--- config.mk ---
export PLATFORM = sky130hd
export DESIGN_NAME = reg_cmd_master
export DESIGN_NICKNAME = d
export VERILOG_FILES = /design/src/rtl/reg_cmd_master.sv
export SDC_FILE = /design/constraint.sdc
export NUM_CORES = 1
export LEC_CHECK = 0
export ABC_CLOCK_PERIOD_IN_PS = 2900
export BUFFER_PORTS_ARGS = -buffer_cell sky130_fd_sc_hd__buf_2
export CAP_MARGIN = 20
export CORE_MARGIN = 2
export CORE_UTILIZATION = 52
export DETAILED_ROUTE_END_ITERATION = 8
export PLACE_DENSITY = 0.79
export SLEW_MARGIN = 20
export SYNTH_ARGS = -nofsm -noshare
export SYNTH_HDL_FRONTEND = slang
export SYNTH_SLANG_ARGS = --single-unit
--- constraint.sdc ---
create_clock -name usb_clk -period 2.9 [get_ports usb_clk]
set_clock_uncertainty 0.05 [all_clocks]
set_input_delay 0.58 -clock usb_clk [delete_from_list [all_inputs] [get_ports usb_clk]]
set_output_delay 0.58 -clock usb_clk [all_outputs]
set_load 0.05 [all_outputs]
--- src/rtl/reg_cmd_master.sv ---
// reg_cmd_master: turns a valid/ready command byte stream into byte-wide register bus reads/writes; optional idle abort via REG_CMD_TIMEOUT_EN
module reg_cmd_master #(
  parameter int pBYTECNT_SIZE = 7,
  parameter int pTIMEOUT_CYCLES = 65535
) (
  input  logic                     usb_clk,
  input  logic                     reset_n,
  input  logic [7:0]               I_cmd_data,
  input  logic                     I_cmd_valid,
  output logic                     O_cmd_ready,
  output logic [7:0]               O_rsp_data,
  output logic                     O_rsp_valid,
  input  logic                     I_rsp_ready,
  output logic [7:0]               reg_address,
  output logic [pBYTECNT_SIZE-1:0] reg_bytecnt,
  output logic [7:0]               write_data,
  input  logic [7:0]               read_data,
  output logic                     reg_read,
  output logic                     reg_write,
  output logic                     reg_addrvalid,
  output logic                     O_busy,
  output logic                     O_timeout
);
  typedef enum logic [2:0] {IDLE, GET_ADDR, GET_LEN, WR_WAIT, WR_STB, RD_REQ, RD_CAP, RD_OUT} state_t;
  state_t state, nxt;
  logic is_read;
  logic [7:0] remaining;
  logic cmd_fire, rsp_fire, last, abort;
  logic ready_nxt, read_nxt, write_nxt, valid_nxt, av_nxt, busy_nxt;
  assign cmd_fire = I_cmd_valid & O_cmd_ready;
  assign rsp_fire = O_rsp_valid & I_rsp_ready;
  assign last = remaining == 8'd1;
`ifdef REG_CMD_TIMEOUT_EN
  localparam int TW = $clog2(pTIMEOUT_CYCLES + 1);
  logic [TW-1:0] idle_cnt;
  logic waiting;
  assign waiting = state inside {GET_ADDR, GET_LEN, WR_WAIT, RD_OUT};
  assign abort = waiting & ~cmd_fire & ~rsp_fire & (idle_cnt == TW'(pTIMEOUT_CYCLES - 1));
  // count stalled cycles in the waiting states; any transfer restarts the count
  always_ff @(posedge usb_clk or negedge reset_n)
    if (!reset_n) begin
      idle_cnt <= '0;
      O_timeout <= 1'b0;
    end else begin
      idle_cnt <= (!waiting || cmd_fire || rsp_fire || abort) ? '0 : idle_cnt + TW'(1);
      O_timeout <= abort;
    end
`else
  logic unused_timeout;
  assign unused_timeout = pTIMEOUT_CYCLES == 0;
  assign abort = 1'b0;
  assign O_timeout = 1'b0;
`endif
  // state register plus all control outputs, registered from the next-state decode
  always_ff @(posedge usb_clk or negedge reset_n)
    if (!reset_n) begin
      state <= IDLE;
      O_cmd_ready <= 1'b0;
      reg_read <= 1'b0;
      reg_write <= 1'b0;
      O_rsp_valid <= 1'b0;
      reg_addrvalid <= 1'b0;
      O_busy <= 1'b0;
    end else begin
      state <= nxt;
      O_cmd_ready <= ready_nxt;
      reg_read <= read_nxt;
      reg_write <= write_nxt;
      O_rsp_valid <= valid_nxt;
      reg_addrvalid <= av_nxt;
      O_busy <= busy_nxt;
    end
  // next-state: header bytes, then per-byte write or two-cycle read with response handshake
  always_comb begin
    nxt = state;
    case (state)
      IDLE:     if (cmd_fire) nxt = GET_ADDR;
      GET_ADDR: if (cmd_fire) nxt = GET_LEN;
      GET_LEN:  if (cmd_fire) nxt = (I_cmd_data == 8'd0) ? IDLE : (is_read ? RD_REQ : WR_WAIT);
      WR_WAIT:  if (cmd_fire) nxt = WR_STB;
      WR_STB:   nxt = last ? IDLE : WR_WAIT;
      RD_REQ:   nxt = RD_CAP;
      RD_CAP:   nxt = RD_OUT;
      RD_OUT:   if (rsp_fire) nxt = last ? IDLE : RD_REQ;
      default:  nxt = IDLE;
    endcase
    if (abort) nxt = IDLE;
  end
  // output decode from the next state so every output is a plain flop
  always_comb begin
    ready_nxt = nxt inside {IDLE, GET_ADDR, GET_LEN, WR_WAIT};
    read_nxt = nxt inside {RD_REQ, RD_CAP};
    write_nxt = nxt == WR_STB;
    valid_nxt = nxt == RD_OUT;
    av_nxt = nxt inside {WR_WAIT, WR_STB, RD_REQ, RD_CAP, RD_OUT};
    busy_nxt = nxt != IDLE;
  end
  // header latches, write byte, read capture and per-byte counters
  always_ff @(posedge usb_clk or negedge reset_n)
    if (!reset_n) begin
      is_read <= 1'b0;
      reg_address <= '0;
      remaining <= '0;
      reg_bytecnt <= '0;
      write_data <= '0;
      O_rsp_data <= '0;
    end else begin
      if (state == IDLE && cmd_fire) is_read <= I_cmd_data[0];
      if (state == GET_ADDR && cmd_fire) reg_address <= I_cmd_data;
      if (state == GET_LEN && cmd_fire) begin
        remaining <= I_cmd_data;
        reg_bytecnt <= '0;
      end
      if (state == WR_WAIT && cmd_fire) write_data <= I_cmd_data;
      if (state == RD_CAP) O_rsp_data <= read_data;
      if (state == WR_STB || (state == RD_OUT && rsp_fire)) begin
        reg_bytecnt <= reg_bytecnt + pBYTECNT_SIZE'(1);
        remaining <= remaining - 8'd1;
      end
    end
endmodule

==> flow_metrics.py, run 1 <==
metrics = {
    "timing": {
        "fmax_mhz": 444,
        "setup_viol": 0,
        "fin_crit_ps": 2250,
        "fin_crit_sh_pct": 77.6,
        "max_slew_margin_pct": 52.3,
        "hold_viol": 0,
        "final_max_slew_viol_count": 0,
        "setup_tns_ps": 0,
        "hold_slack_ps": 110,
        "rsz0062_at_grt": "no",
        "tightest_slew_ps": 713,
    },
    "routing": {
        "first_iter_violations": 80,
        "routedWlPerCell_microns": 15.8,
        "dr.pass1.iters": 5,
        "vias": 1698,
        "via_per_inst": 5.72,
        "drc": 0,
        "postRouteAntennaNets": 0,
        "routed_wl_mm": 4.68,
    },
    "synthesis": {
        "async_flop_share_pct": 100,
        "ys_top_cells_by_area": "dfrtp_1 54%, mux2_2 12%, nand3_1 2.4%, nand2_1 2.3%, nor2_1 1.8%",
        "netlist_top_cells_count": "49 x dfrtp_1, 25 x mux2_2, 14 x nand2_1",
        "ys_types": 50,
        "ys_seq_elements": 49,
        "avgSynthCellArea_sq_um": 11.9,
        "netlist_area_sq_mm": 0.00226,
        "synth_most_common_cell": "dfrtp_1",
        "yosys_warnings": 0,
        "yosys_most_used_dff": "dfrtp_1",
        "synth_nets": 214,
        "synth_top_cell_by_area": "dfrtp_1",
        "synth_edf_count": 0,
        "ys_seq_area_share_pct": 54.2,
        "synthCells": 191,
        "synth_top_area_share_pct": 54.2,
    },
    "setup_path": {
        "crit_buf_inv": 1,
        "worstPathCellList": "inv_1 > ha_1 > or3b_4 > o311ai_4 > o211ai_2 > or2_1 > or3_1",
        "critPathTopFamily": "simple AND/OR/NAND/NOR gates",
        "cp-start-kind": "flip-flop",
        "critPathSlowestCell": "or3b_4",
        "crit_arrival_ps": 2390,
        "cp.required_ps": 3030,
        "cp_slowest_stage_delay_ps": 400,
        "endpoint_kind": "flip-flop",
        "path_max_fanout": 4,
        "crit_type": "flip-flop to flip-flop",
    },
    "pwr": {
        "power.density_mw_per_mm2": 1320,
        "swShare_pct": 48.7,
        "max-vdd-ir-drop_uv": 729,
        "power.total_mw": 3.53,
        "p_leak_nw": 1.27,
        "power.share.clock_pct": 13.5,
        "seq_power_share_pct": 34.7,
        "switchingPower_mw": 1.72,
        "p_comb_share_pct": 51.8,
        "p_int_mw": 1.81,
    },
    "clock_tree": {
        "tritoncts.num_buffers": 5,
        "postCtsSetupRepairBufs": 0,
        "cts_repair_resize_count": 0,
        "cts_root_buf": "clkbuf_8",
        "holdBufCountCts": 0,
        "clock_latency_ps": 300,
        "clockBufferDepth": 2,
        "clkTransAtPathRegs_ps": 80,
        "cts_sinks": 49,
        "cts_tree": "built",
        "htreeDepth": 2,
    },
    "grt": {
        "grt_pass1_wl_mm": 8.12,
        "grt_max_degree": 35,
        "grt_use_total_pct": 21.0,
        "grt_antenna_before_repair": 0,
        "overflow": 0,
        "grt_pass1_vias": 1727,
    },
    "die": {
        "fp.coreArea_sq_mm": 0.00409,
        "num_io_pins": 58,
        "die_h_microns": 70.0,
        "rows": 23,
        "die_x_microns": 70.0,
        "start_util_pct": 55.4,
        "dieArea_sq_mm": 0.00490,
    },
    "run": {
        "max_cap_violations": 0,
    },
    "finish": {
        "n_fill_cell": 323,
        "multiInputGateArea_sq_um": 956,
        "antenna_cells": 0,
        "area_delta_synth_final_pct": 17.8,
        "nNetsFinal": 269,
        "regArea_sq_mm": 0.00123,
        "drive_gt1_share_pct": 39.3,
    },
    "worst_hold_path": {
        "hold_path_class": "primary input to async pin",
    },
    "placed_design": {
        "io_buffers": 56,
        "post-dp-hpwl_mm": 3.44,
        "gp_congestion": 0.839,
    },
    "outcome": {
        "status": "complete, no violations",
    },
}
-- registers in the layout (all words and copies together), names as in the netlist --
name,count
O_rsp_valid,1
O_rsp_data,8
is_read,1
reg_write,1
reg_addrvalid,1
reg_bytecnt,7
O_busy,1
O_cmd_ready,1
reg_address,8
write_data,8
reg_read,1
remaining,8
state,3
-- cell type report --
class                   instances  share of cell area [%]
flip-flops and latches         49                    46.0
clock buffers                   6                    2.72
repair buffers                 57                    10.8
inverters                       6                   0.845
clock inverters                 2                    1.45
multi-input cells             127                    35.9
well taps                      50                    2.35
-- cells by family after synthesis --
| kind of cell | share of synthesized area, % |
|---|---|
| DFF | 54.2 |
| other | 0.166 |
| and+or+nand+nor | 14.8 |
| buffers and inverters | 3.59 |
| AOI/OAI and AO/OA | 13.2 |
| adders and majority gates | 1.66 |
| muxes | 12.4 |
-- routing by layer --
layer  GRT usage, %  vias to the layer above  routed length (microns)
met2           34.0                       40                     2270
met5              0                        -                        0
met4           9.40                        0                       97
met1           27.2                      829                     2120
li1               -                      817                        -
met3           4.18                       12                      196
-- layout by cell type, fill, tap and decap left out, drive strengths merged, types with 3 or more instances in the layout --
master and count:
o211ai 6, buf 57, dfrtp 49, inv 6
o21ai 8, o311ai 3, nor2 11, a21oi 4
mux2 25, nand2 14, nand3 11, a221o 3
and2 3, nand4 4, clkbuf 6, ha 3
-- power by group through the flow --
stage / clock (mW) / sequential, mW / combinational [mW]
3_5_place_dp: 0 / 1.23 / 1.84
2_1_floorplan: 0 / 1.92 / 0.746
5_1_grt: 0.514 / 1.28 / 1.95
4_1_cts: 0.487 / 1.22 / 1.84
3_3_place_gp: 0 / 1.22 / 1.80
6_report: 0.477 / 1.23 / 1.83
-- path summary, 6_finish.rpt --
path | start | end | slack [ps] | depth (start not counted)
max in group asynchronous | reset_n | reg_bytecnt[0]$_DFFE_PN0P_ | 1960 | 2
setup reg to reg | remaining[1]$_DFFE_PN0P_ | O_busy$_DFF_PN0_ | 650 | 7
hold reg to reg | reg_bytecnt[6]$_DFFE_PN0P_ | reg_bytecnt[6]$_DFFE_PN0P_ | 440 | 1
min in group usb_clk | reg_bytecnt[6]$_DFFE_PN0P_ | reg_bytecnt[6]$_DFFE_PN0P_ | 440 | 1
hold / removal | reset_n | O_rsp_data[1]$_DFFE_PN0P_ | 110 | 1
setup / recovery | remaining[1]$_DFFE_PN0P_ | O_busy$_DFF_PN0_ | 650 | 7
-- metrics by stage --
stage | setup WS [ps] | util (%) | instances | instance area (sq um)
after floorplan | 728 | - | 191 | 2260
after CTS | 649 | 65.2 | 297 | 2670
after global routing | 452 | 65.2 | 297 | 2670
final | 649 | 65.2 | 297 | 2670
after global placement | 724 | 62.5 | 289 | 2550
after detailed placement | 679 | 62.5 | 289 | 2550
Note: power is estimated with default switching activity, not from simulation.
==> run 2, diff against run 1 <==
- ABC_CLOCK_PERIOD_IN_PS: 2900 -> 2300
- clock period: 2.9 -> 2.3 ns (I/O delays scaled with it)
==> run 2 against run 1 <==
Effect of this change:
- wire length decreased by 0.13%
- clock-buffer cell count decreased by 1
- non-clock buffer count increased by 8
- critical path depth fell by 2
- core utilization is 1.6 points higher
- cell area is 2.4% higher
- cell count grew 2.7%
- highest routed layer unchanged
==> flow_metrics.py, run 2 (synthesized netlist as in run 1, its figures left out) <==
metrics = {
    "outcome": {
        "status": "complete, no violations",
    },
    "die": {
        "die_x_microns": 70.0,
        "rows": 23,
        "start_util_pct": 55.4,
        "num_io_pins": 58,
        "fp.coreArea_sq_mm": 0.00409,
        "dieArea_sq_mm": 0.00490,
        "die_h_microns": 70.0,
    },
    "placed_design": {
        "gp_congestion": 0.861,
        "pre_cts_ws_ps": 73.4,
        "io_buffers": 56,
        "post-dp-hpwl_mm": 3.50,
        "dp.cells": 296,
    },
    "setup_path": {
        "crit_arrival_ps": 2370,
        "path_max_fanout": 7,
        "cp_slowest_stage_delay_ps": 600,
        "crit_type": "flip-flop to flip-flop",
        "cp-start-kind": "flip-flop",
        "critPathSlowestCell": "or4_4",
        "worstPathCellList": "or4_4 > o311ai_4 > o211ai_2 > or2_1 > or3_1",
        "r2r_slack_ps": 60,
        "endpoint_kind": "flip-flop",
        "cp.required_ps": 2430,
    },
    "timing": {
        "max_slew_margin_pct": 65.5,
        "tightest_slew_ps": 505,
        "hold_viol": 0,
        "setup_viol": 0,
        "final_max_slew_viol_count": 0,
        "fin_crit_sh_pct": 97.3,
        "hold_slack_ps": 14.1,
        "fin_crit_ps": 2240,
        "setup_tns_ps": 0,
        "fmax_mhz": 447,
        "rsz0062_at_grt": "no",
        "setup_ws_ps": 61.1,
    },
    "grt": {
        "grt_pass1_vias": 1756,
        "grt_antenna_before_repair": 0,
        "grt_max_degree": 19,
        "grt_use_total_pct": 20.5,
        "grt_pass1_wl_mm": 7.99,
        "overflow": 0,
    },
    "clock_tree": {
        "clock_latency_ps": 310,
        "cts_tree": "built",
        "tritoncts.num_buffers": 5,
        "clkTransAtPathRegs_ps": 90,
        "cts_sinks": 49,
        "htreeDepth": 2,
        "cts_root_buf": "clkbuf_8",
        "holdBufCountCts": 0,
        "clockBufferDepth": 2,
    },
    "pwr": {
        "p_comb_share_pct": 52.6,
        "p_leak_nw": 1.30,
        "swShare_pct": 48.4,
        "seq_power_share_pct": 33.8,
        "p_int_mw": 2.34,
        "max-vdd-ir-drop_uv": 1160,
        "switchingPower_mw": 2.19,
        "power.share.clock_pct": 13.6,
        "power.total_mw": 4.53,
        "power.density_mw_per_mm2": 1660,
    },
    "routing": {
        "routed_wl_mm": 4.67,
        "vias": 1744,
        "routedWlPerCell_microns": 15.3,
        "postRouteAntennaNets": 0,
        "first_iter_violations": 108,
        "via_per_inst": 5.72,
        "drc": 0,
        "dr.pass1.iters": 4,
    },
    "run": {
        "max_cap_violations": 0,
    },
    "finish": {
        "layout.cells.non_filler": 305,
        "n_fill_cell": 325,
        "antenna_cells": 0,
        "layout_commonest_cell": "buf_2",
        "drive_gt1_share_pct": 42.0,
        "nNetsFinal": 277,
        "area_delta_synth_final_pct": 20.6,
        "final_cell_mix": "56 x buf_2, 49 x dfrtp_1, 25 x mux2_2, 14 x nand2_1",
    },
    "worst_hold_path": {
        "hold_path_class": "primary input to async pin",
    },
}
## run 2: worst paths after layout
check                                                 from                          to  depth (start not counted)
min in group usb_clk                          read_data[3]   O_rsp_data[3]$_DFFE_PN0P_                          2
worst max-delay path              remaining[4]$_DFFE_PN0P_            O_busy$_DFF_PN0_                          5
worst max register to register    remaining[4]$_DFFE_PN0P_            O_busy$_DFF_PN0_                          5
max in group asynchronous                          reset_n  reg_address[6]$_DFFE_PN0P_                          2
worst min register to register  reg_bytecnt[6]$_DFFE_PN0P_  reg_bytecnt[6]$_DFFE_PN0P_                          1
worst min-delay path                               reset_n   O_rsp_data[5]$_DFFE_PN0P_                          1
## run 2: what timing repair did
action,CTS,global route
setup endpoints to repair,0,1
setup buffers,0,1
resized for setup,0,1
## run 2: area by class of cell
type | count | area, sq um | area share (%)
flip-flops and latches | 49 | 1230 | 44.9
inverters | 6 | 22.5 | 0.825
clock inverters | 3 | 46.3 | 1.70
clock buffers | 5 | 68.8 | 2.52
multi-input cells | 127 | 956 | 35.0
well taps | 50 | 62.6 | 2.29
repair buffers | 65 | 348 | 12.7
## run 2: power groups by stage
stage                     clock, mW  combinational (mW)  sequential, mW
after floorplan                   0               0.941            2.42
after global placement            0                2.33            1.51
after detailed placement          0                2.38            1.54
after CTS                     0.629                2.38            1.53
after global routing          0.663                2.53            1.59
final                         0.615                2.39            1.53
## run 2: stage by stage
stage               utilization [%]  cell area, sq um
finish                         66.8              2730
global route                   66.8              2730
CTS                            66.6              2720
detailed placement             63.8              2610
global placement               63.8              2610
floorplan                         -              2260
## run 2: worst max-delay path, delay by kind of cell (launching register included)
kind / cells / cell delay (ps)
simple gates: 3 / 1200
flops: 1 / 410
compound gates: 2 / 460
## run 2: metal layers
metal | vias to the layer above | GRT usage [%] | routed length (microns)
met5 | - | 0 | 0
met4 | 0 | 7.26 | 57
met3 | 6 | 4.91 | 311
met2 | 58 | 33.8 | 2310
met1 | 854 | 26.5 | 1990
li1 | 826 | - | -
